**src/rtl/dp_dmi_dr.sv**
```systemverilog
// DMI data register for a RISC-V style debug transport: a serial shift register plus a
// request/response FSM toward the debug module. Define DP_DMI_TIMEOUT_EN to enable the 8-bit watchdog.
module dp_dmi_dr #(
  parameter int ABITS = 7
) (
  input  logic             clk,
  input  logic             resetn,
  input  logic             tdi,
  input  logic             capture_dr,
  input  logic             shift_dr,
  input  logic             update_dr,
  output logic             sdo,
  input  logic             dmi_reset,
  input  logic             dmi_hard_reset,
  output logic             req_valid,
  input  logic             req_ready,
  output logic [ABITS-1:0] req_addr,
  output logic [31:0]      req_data,
  output logic [1:0]       req_op,
  input  logic             resp_valid,
  input  logic [31:0]      resp_data,
  input  logic [1:0]       resp_op,
  output logic             busy
);

  localparam int DRW = ABITS + 34;

  localparam logic [1:0] S_IDLE = 2'd0;
  localparam logic [1:0] S_REQ  = 2'd1;
  localparam logic [1:0] S_WAIT = 2'd2;

  logic [DRW-1:0]   sr_reg;
  logic [1:0]       state_reg, state_next;
  logic [1:0]       sticky_reg, sticky_next;
  logic [31:0]      rdata_reg;
  logic [ABITS-1:0] last_addr_reg;
  logic [ABITS-1:0] req_addr_reg;
  logic [31:0]      req_data_reg;
  logic [1:0]       req_op_reg;
  logic             start;
  logic             busy_err;
  logic             fail;
  logic             op_valid;
  logic [1:0]       status;

  assign busy      = (state_reg != S_IDLE);
  assign req_valid = (state_reg == S_REQ);
  assign sdo       = sr_reg[0];
  assign req_addr  = req_addr_reg;
  assign req_data  = req_data_reg;
  assign req_op    = req_op_reg;
  assign op_valid  = (sr_reg[1:0] == 2'd1) || (sr_reg[1:0] == 2'd2);
  assign status    = busy ? 2'd3 : sticky_reg;

`ifdef DP_DMI_TIMEOUT_EN
  logic [7:0] tcnt_reg;
  logic       timeout;

  assign timeout = busy && (tcnt_reg == 8'hff);

  // Restarts on every state entry, so REQ and WAIT each get a full window.
  always_ff @(posedge clk or negedge resetn) begin
    if (!resetn) begin
      tcnt_reg <= 8'd0;
    end else if (state_next != state_reg) begin
      tcnt_reg <= 8'd0;
    end else if (busy && (tcnt_reg != 8'hff)) begin
      tcnt_reg <= tcnt_reg + 8'd1;
    end
  end
`else
  logic timeout;
  assign timeout = 1'b0;
`endif

  always_comb begin
    state_next  = state_reg;
    sticky_next = sticky_reg;
    start       = 1'b0;
    busy_err    = 1'b0;
    fail        = 1'b0;

    case (state_reg)
      S_REQ:   if (req_ready) state_next = S_WAIT;
      S_WAIT:  if (resp_valid) begin
                 state_next = S_IDLE;
                 fail       = (resp_op == 2'd2);
               end
      default: state_next = state_reg;
    endcase

    if (timeout) begin
      state_next = S_IDLE;
      fail       = 1'b1;
    end

    if (update_dr) begin
      if (busy) begin
        busy_err = 1'b1;
      end else if (op_valid && (sticky_reg == 2'd0)) begin
        start      = 1'b1;
        state_next = S_REQ;
      end
    end else if (capture_dr && busy) begin
      busy_err = 1'b1;
    end

    // Set events override a coincident dmi_reset; hard reset overrides everything.
    if (dmi_reset) sticky_next = 2'd0;
    if (fail)      sticky_next = 2'd2;
    if (busy_err)  sticky_next = 2'd3;

    if (dmi_hard_reset) begin
      state_next  = S_IDLE;
      sticky_next = 2'd0;
      start       = 1'b0;
    end
  end

  always_ff @(posedge clk or negedge resetn) begin
    if (!resetn) begin
      sr_reg        <= '0;
      state_reg     <= S_IDLE;
      sticky_reg    <= 2'd0;
      rdata_reg     <= 32'd0;
      last_addr_reg <= '0;
      req_addr_reg  <= '0;
      req_data_reg  <= 32'd0;
      req_op_reg    <= 2'd0;
    end else begin
      state_reg  <= state_next;
      sticky_reg <= sticky_next;

      if (update_dr) begin
        sr_reg <= sr_reg;
      end else if (capture_dr) begin
        sr_reg <= {last_addr_reg, rdata_reg, status};
      end else if (shift_dr) begin
        sr_reg <= {tdi, sr_reg[DRW-1:1]};
      end

      if (start) begin
        req_addr_reg  <= sr_reg[DRW-1:34];
        req_data_reg  <= sr_reg[33:2];
        req_op_reg    <= sr_reg[1:0];
        last_addr_reg <= sr_reg[DRW-1:34];
      end

      if ((state_reg == S_WAIT) && resp_valid && !dmi_hard_reset && !timeout) begin
        rdata_reg <= resp_data;
      end
    end
  end

endmodule

```
**config.mk**
```make
export PLATFORM = sky130hd
export DESIGN_NAME = dp_dmi_dr
export DESIGN_NICKNAME = d
export VERILOG_FILES = /design/src/rtl/dp_dmi_dr.sv
export SDC_FILE = /design/constraint.sdc
export NUM_CORES = 1
export LEC_CHECK = 0
export CORE_UTILIZATION = 54
export CTS_BUF_LIST = sky130_fd_sc_hd__clkbuf_8
export CTS_CLUSTER_SIZE = 40
export DETAILED_ROUTE_END_ITERATION = 7
export PLACE_DENSITY = 0.91
export SYNTH_ARGS = -nofsm -noshare
export SYNTH_HDL_FRONTEND = slang
export SYNTH_SLANG_ARGS = --single-unit
export TNS_END_PERCENT = 5
```
**constraint.sdc**
```tcl
create_clock -name clk -period 2.6 [get_ports clk]
set_clock_uncertainty 0.05 [all_clocks]
set_input_delay 0.26 -clock clk [delete_from_list [all_inputs] [get_ports clk]]
set_output_delay 0.26 -clock clk [all_outputs]
set_load 0.02 [all_outputs]
```
==> results of run 1 <==
## cells in the mapped netlist
cell / number
ha_1: 3
mux2_1: 2
o31ai_1: 1
buf_2: 8
nor4_4: 1
inv_1: 5
nand2_1: 41
o21ai_0: 43
or3_1: 1
clkbuf_1: 8
o32ai_1: 1
mux2_2: 70
nand3b_1: 3
nor2b_1: 2
or2b_1: 1
xnor2_1: 1
nand2b_1: 2
o21bai_2: 1
nand4b_1: 1
dfrtp_1: 118
buf_6: 4
mux2i_1: 41
a21oi_1: 2
nor3b_1: 1
a31oi_1: 1
and3_1: 1
## layer usage
metal / wire length (um) / up-vias
met3: 473 / 18
li1: - / 1465
met2: 4670 / 85
met4: 158 / 0
met1: 4080 / 1561
met5: 0 / -
## layout make-up
class | count | area, um2
multi-input cells | 220 | 1790
clock inverters | 14 | 184
well taps | 108 | 135
flip-flops and latches | 118 | 2950
clock buffers | 18 | 248
fillers | 594 | 2440
repair buffers | 95 | 951
inverters | 5 | 18.8
## cells by family (layout without fill, tap and decap cells)
kind of cell	Yosys count	after routing	share of synthesized area, %
flip-flops	118	118	60.6
multiplexers	113	113	25.1
AND/OR/NAND/NOR	54	54	5.32
AO/OA/AOI/OAI	49	49	5.32
buffers and inverters	25	132	2.75
adder cells (fa/ha/maj)	3	3	0.770
XOR/XNOR	1	1	0.180
## metrics by stage
stage / area, um2 / util [%]
global route: 6280 / 72.0
finish: 6280 / 72.0
detailed placement: 5840 / 67.0
CTS: 6280 / 72.0
global placement: 5840 / 67.0
floorplan: 4870 / -
## what timing repair did
| action | in CTS | in global routing |
|---|---|---|
| endpoints found under the setup margin | 0 | 0 |
| endpoints found under the hold margin | 47 | 0 |
| gates resized for setup | 0 | 0 |
| hold buffers | 1 | 0 |
## worst min-delay path by stage
| stage | startpoint | endpoint | slack, ns | cells after the start |
|---|---|---|---|---|
| after floorplan | resetn | rdata_reg[0]$_DFFE_PN0P_ | -0.09 | 0 |
| after CTS | capture_dr | sticky_reg[0]$_DFFE_PN0P_ | 0.24 | 3 |
| after global placement | resetn | req_op[1]$_DFFE_PN0P_ | 0.26 | 1 |
| after global routing | capture_dr | sticky_reg[0]$_DFFE_PN0P_ | 0.28 | 3 |
| final | capture_dr | sticky_reg[0]$_DFFE_PN0P_ | 0.26 | 3 |
| after detailed placement | resetn | req_op[1]$_DFFE_PN0P_ | 0.27 | 1 |
## report_power, final
group          total (mW)  switching [mW]  internal, mW
registers            2.21           0.153          2.05
logic               0.832           0.396         0.437
clock network        1.78           0.718          1.06
total                4.82            1.27          3.55
## critical path: stages (launching register included)
cell and delay, ns:
dfrtp_1 0.39, inv_1 0.08, ha_1 0.23, inv_1 0.08, clkdlybuf4s50_1 0.60
==> impl_metrics.tcl, run 1 <==
set metrics [dict create \
    layout.nets 504 \
    io_buffers 87 \
    p_leak_nw 2.99 \
    htree_levels 4 \
    cts_tree "built" \
    cap_viol_max_count 0 \
    die_h_um 97.0 \
    critical_path_required_ns 2.29 \
    syn_inst 363 \
    die_area_mm2 0.00941 \
    layout_common_cells "118 x dfrtp_1, 85 x clkdlybuf4s50_1, 70 x mux2_2" \
    syn_area_mm2 0.00487 \
    cts-root-buf "clkbuf_8" \
    timing.fmax_ghz 0.474 \
    rr_startpoint "state_reg[0]$_DFF_PN0_" \
    overflow 0 \
    place_congestion 0.764 \
    gr-max-usage-layer "met2" \
    worst_slew_pin_slew_ns 0.892 \
    grt_util_met3_pct 6.21 \
    cts_buffers 17 \
    p_per_area_mw_per_mm2 767 \
    viasPerCell 5.41 \
    grt_pass1_vias 3351 \
    rsz0062_at_grt "false" \
    avgSynthCellArea_um2 13.4 \
    cp-endpoint "busy" \
    final_cells 578 \
    place_inst 545 \
    ys_seq_area_share_pct 60.6 \
    grt.total_usage_pct 21.8 \
    final.min_clock_period_ns 2.11 \
    place_ws_ns 0.485 \
    wl_per_cell_um 16.2 \
    relSlewSlack_pct 40.4 \
    grt_max_degree 50 \
    vias 3129 \
    detail-route-antenna-nets 0 \
    hold_viol 0 \
    drcViolationCount 0 \
    largest_reg_flops 41 \
    cts_setup_buffers 0 \
    criticalPathCategory "reg2out" \
    place_hpwl_um 6150 \
    whs_ns 0.257 \
    rows 34 \
    netlist.area_leader.share_pct 60.6 \
    antennaDiodeCount 0 \
    fin_setup_tns_ns 0 \
    synth_warnings 0 \
    io_pins 88 \
    yosys.area.top_type "dfrtp_1" \
    final_common_cell "dfrtp_1" \
    drtPass1Iterations 4 \
    clock_latency_ns 0.41 \
    grt_pass1_wl_um 16000 \
    crit_fanout 3 \
    worst_slack_ns 0.490 \
    startpoint "state_reg[0]$_DFF_PN0_" \
    clk_path_buf_depth 2 \
    drive_above_1_share_pct 23.8 \
    synthesis.nets 410 \
    setup_violations 0 \
    min_path_type "in2reg" \
    first_iter_violations 131 \
    ys_types 26 \
    numClockSinks 118 \
    die_w_um 97.0 \
    crit_path_end_kind "output pin" \
    use_met1_pct 28.0 \
    antenna_found_initial 0 \
    status "complete, no violations" \
    ff2ff_setup_slack_ns 0.60 \
    synthTopCellsByArea "dfrtp_1 61%, mux2_2 16%, mux2i_1 8.4%, o21ai_0 4.4%, nand2_1 3.2%" \
    use_met2_pct 35.3 \
    startpoint_type "flip-flop" \
    regToRegEndpoint "req_addr[6]$_DFFE_PN0P_" \
    peakVddDrop_v 0.000439 \
    coreArea_mm2 0.00872 \
    arrival_ns 1.80 \
    routed_wl_um 9380 \
    rr_worst_depth 6 \
    ys_ff_latch 118 \
    period_share_pct 81.1 \
    clk_pin_slew_ns 0.07 \
    syn_to_final_growth_pct 28.9 \
    report.power.total_mw 4.82 \
    start_util_pct 55.9 \
    slew_viol_final 0 \
]
Note: power is estimated with default switching activity, not from simulation.
==> run 2: changes to the inputs <==
==> constraint.sdc (replaced) <==
create_clock -name clk -period 2.12 [get_ports clk]
set_clock_uncertainty 0.05 [all_clocks]
set_input_delay 0.212 -clock clk [delete_from_list [all_inputs] [get_ports clk]]
set_output_delay 0.212 -clock clk [all_outputs]
set_load 0.02 [all_outputs]
==> run 2 against run 1 <==
  * Wire length rose by 8.5%
  * Die area did not move
  * Largest power group unchanged
  * Critical path depth rose by 2
  * Critical path type is now reg2reg
  * First-iteration DRC count rose by 2.3%
  * Sequential share of layout area fell by 0.29 points
==> impl_metrics.tcl, run 2 (synthesis gave the netlist of run 1 again) <==
set metrics [dict create \
    status "complete, no violations" \
    slowest_stage "dfrtp_1" \
    worst_slew_pin_slew_ns 0.716 \
    fin_area_mm2 0.00632 \
    crit_path_end_kind "flip-flop" \
    clk_path_buf_depth 2 \
    numClockSinks 118 \
    cap_viol_max_count 0 \
    coreArea_mm2 0.00872 \
    vias 3169 \
    htree_levels 4 \
    whs_ns 0.271 \
    place_inst 547 \
    grt_pass1_wl_um 17200 \
    cpPeakStageDelay_ns 0.40 \
    final_common_cell "dfrtp_1" \
    largest_reg_flops 41 \
    antennaDiodeCount 0 \
    io_pins 88 \
    setup_violations 0 \
    detail-route-antenna-nets 0 \
    clk_pin_slew_ns 0.07 \
    rows 34 \
    criticalPathCategory "reg2reg" \
    crit_fanout 20 \
    start_util_pct 55.9 \
    grt.total_usage_pct 23.8 \
    drtPass1Iterations 4 \
    antenna_found_initial 0 \
    fin_setup_tns_ns 0 \
    place_congestion 0.780 \
    cp_cell_sequence "inv_1 -> ha_1 -> nand2b_1 -> nor4_4 -> buf_4 -> mux2_2" \
    rr_startpoint "state_reg[1]$_DFF_PN0_" \
    relSlewSlack_pct 52.2 \
    drive_above_1_share_pct 23.8 \
    place_hpwl_um 6600 \
    die_area_mm2 0.00941 \
    cts_tree "built" \
    startpoint "state_reg[1]$_DFF_PN0_" \
    hold_viol 0 \
    drcViolationCount 0 \
    routed_wl_um 10200 \
    grt_max_degree 48 \
    layout_common_cells "118 x dfrtp_1, 84 x clkdlybuf4s50_1, 70 x mux2_2" \
    min_path_type "in2async" \
    io_buffers 87 \
    overflow 0 \
    p_leak_nw 3.03 \
    clock_latency_ns 0.41 \
    startpoint_type "flip-flop" \
    grt_pass1_vias 3439 \
    p_per_area_mw_per_mm2 924 \
    final.min_clock_period_ns 2.03 \
    layout.nets 506 \
    viasPerCell 5.48 \
    post-route-util_pct 72.5 \
    wl_per_cell_um 17.6 \
    cts-root-buf "clkbuf_8" \
    die_w_um 97.0 \
    syn_to_final_growth_pct 29.7 \
    final_cells 578 \
    placed_area_mm2 0.00589 \
    peakVddDrop_v 0.000379 \
    rsz0062_at_grt "true" \
    cts_buffers 17 \
    first_iter_violations 134 \
    timing.fmax_ghz 0.493 \
    critical_path_required_ns 2.36 \
    slew_viol_final 0 \
    period_share_pct 95.8 \
    die_h_um 97.0 \
    arrival_ns 2.27 \
]
run 2: layer usage:
metal  track usage (%)  up-vias  part of all wire, %
met5                 0        -                    0
met4              8.50        0                  1.3
met3              6.36       15                  4.3
met2              39.3       87                   51
met1              30.3     1602                   43
li1                  -     1465                    -
run 2: timing repair:
item,CTS,global route
setup buffers,0,0
endpoints found under the setup margin,0,24
hold buffers,1,0
gates resized for setup,0,1
endpoints found under the hold margin,34,0
run 2: final timing paths:
check                                       endpoint  slack (ns)  cells after the start
max                         req_data[12]$_DFFE_PN0P_        0.09                      6
min                          req_addr[3]$_DFFE_PN0P_        0.27                      2
max reg2reg                 req_data[12]$_DFFE_PN0P_        0.09                      6
min reg2reg                  req_data[3]$_DFFE_PN0P_        0.44                      1
max in group asynchronous     sr_reg[16]$_DFFE_PN0P_        1.13                      3
min in group clk           rdata_reg[26]$_DFFE_PN0P_        0.36                      2
run 2: critical path, delay by kind of cell (launching register included):
kind / cells / cell delay (ns)
fa+ha+maj: 1 / 0.19
mux: 1 / 0.40
flops: 1 / 0.40
simple gates: 2 / 0.43
buf+inv: 2 / 0.42
run 2: through the flow:
stage / total power [mW] / setup slack [ns]
2_1_floorplan: 3.27 / 0.271
3_3_place_gp: 3.73 / 0.158
3_5_place_dp: 3.78 / 0.102
4_1_cts: 5.89 / 0.0678
5_1_grt: 6.10 / -0.0261
6_report: 5.84 / 0.0898
run 2: area by class of cell:
class                           instances  area, um2
Multi-Input combinational cell        220       1790
Inverter                                5       18.8
Timing Repair Buffer                   97       1010
Sequential cell                       118       2950
Clock buffer                           21        289
Clock inverter                          9        126
Tap cell                              108        135
Fill cell                             566       2400
run 2: where the power goes:
part           total, mW  switching [mW]  internal, mW
logic               1.03           0.492         0.540
clock network       2.10           0.832          1.27
registers           2.71           0.192          2.52
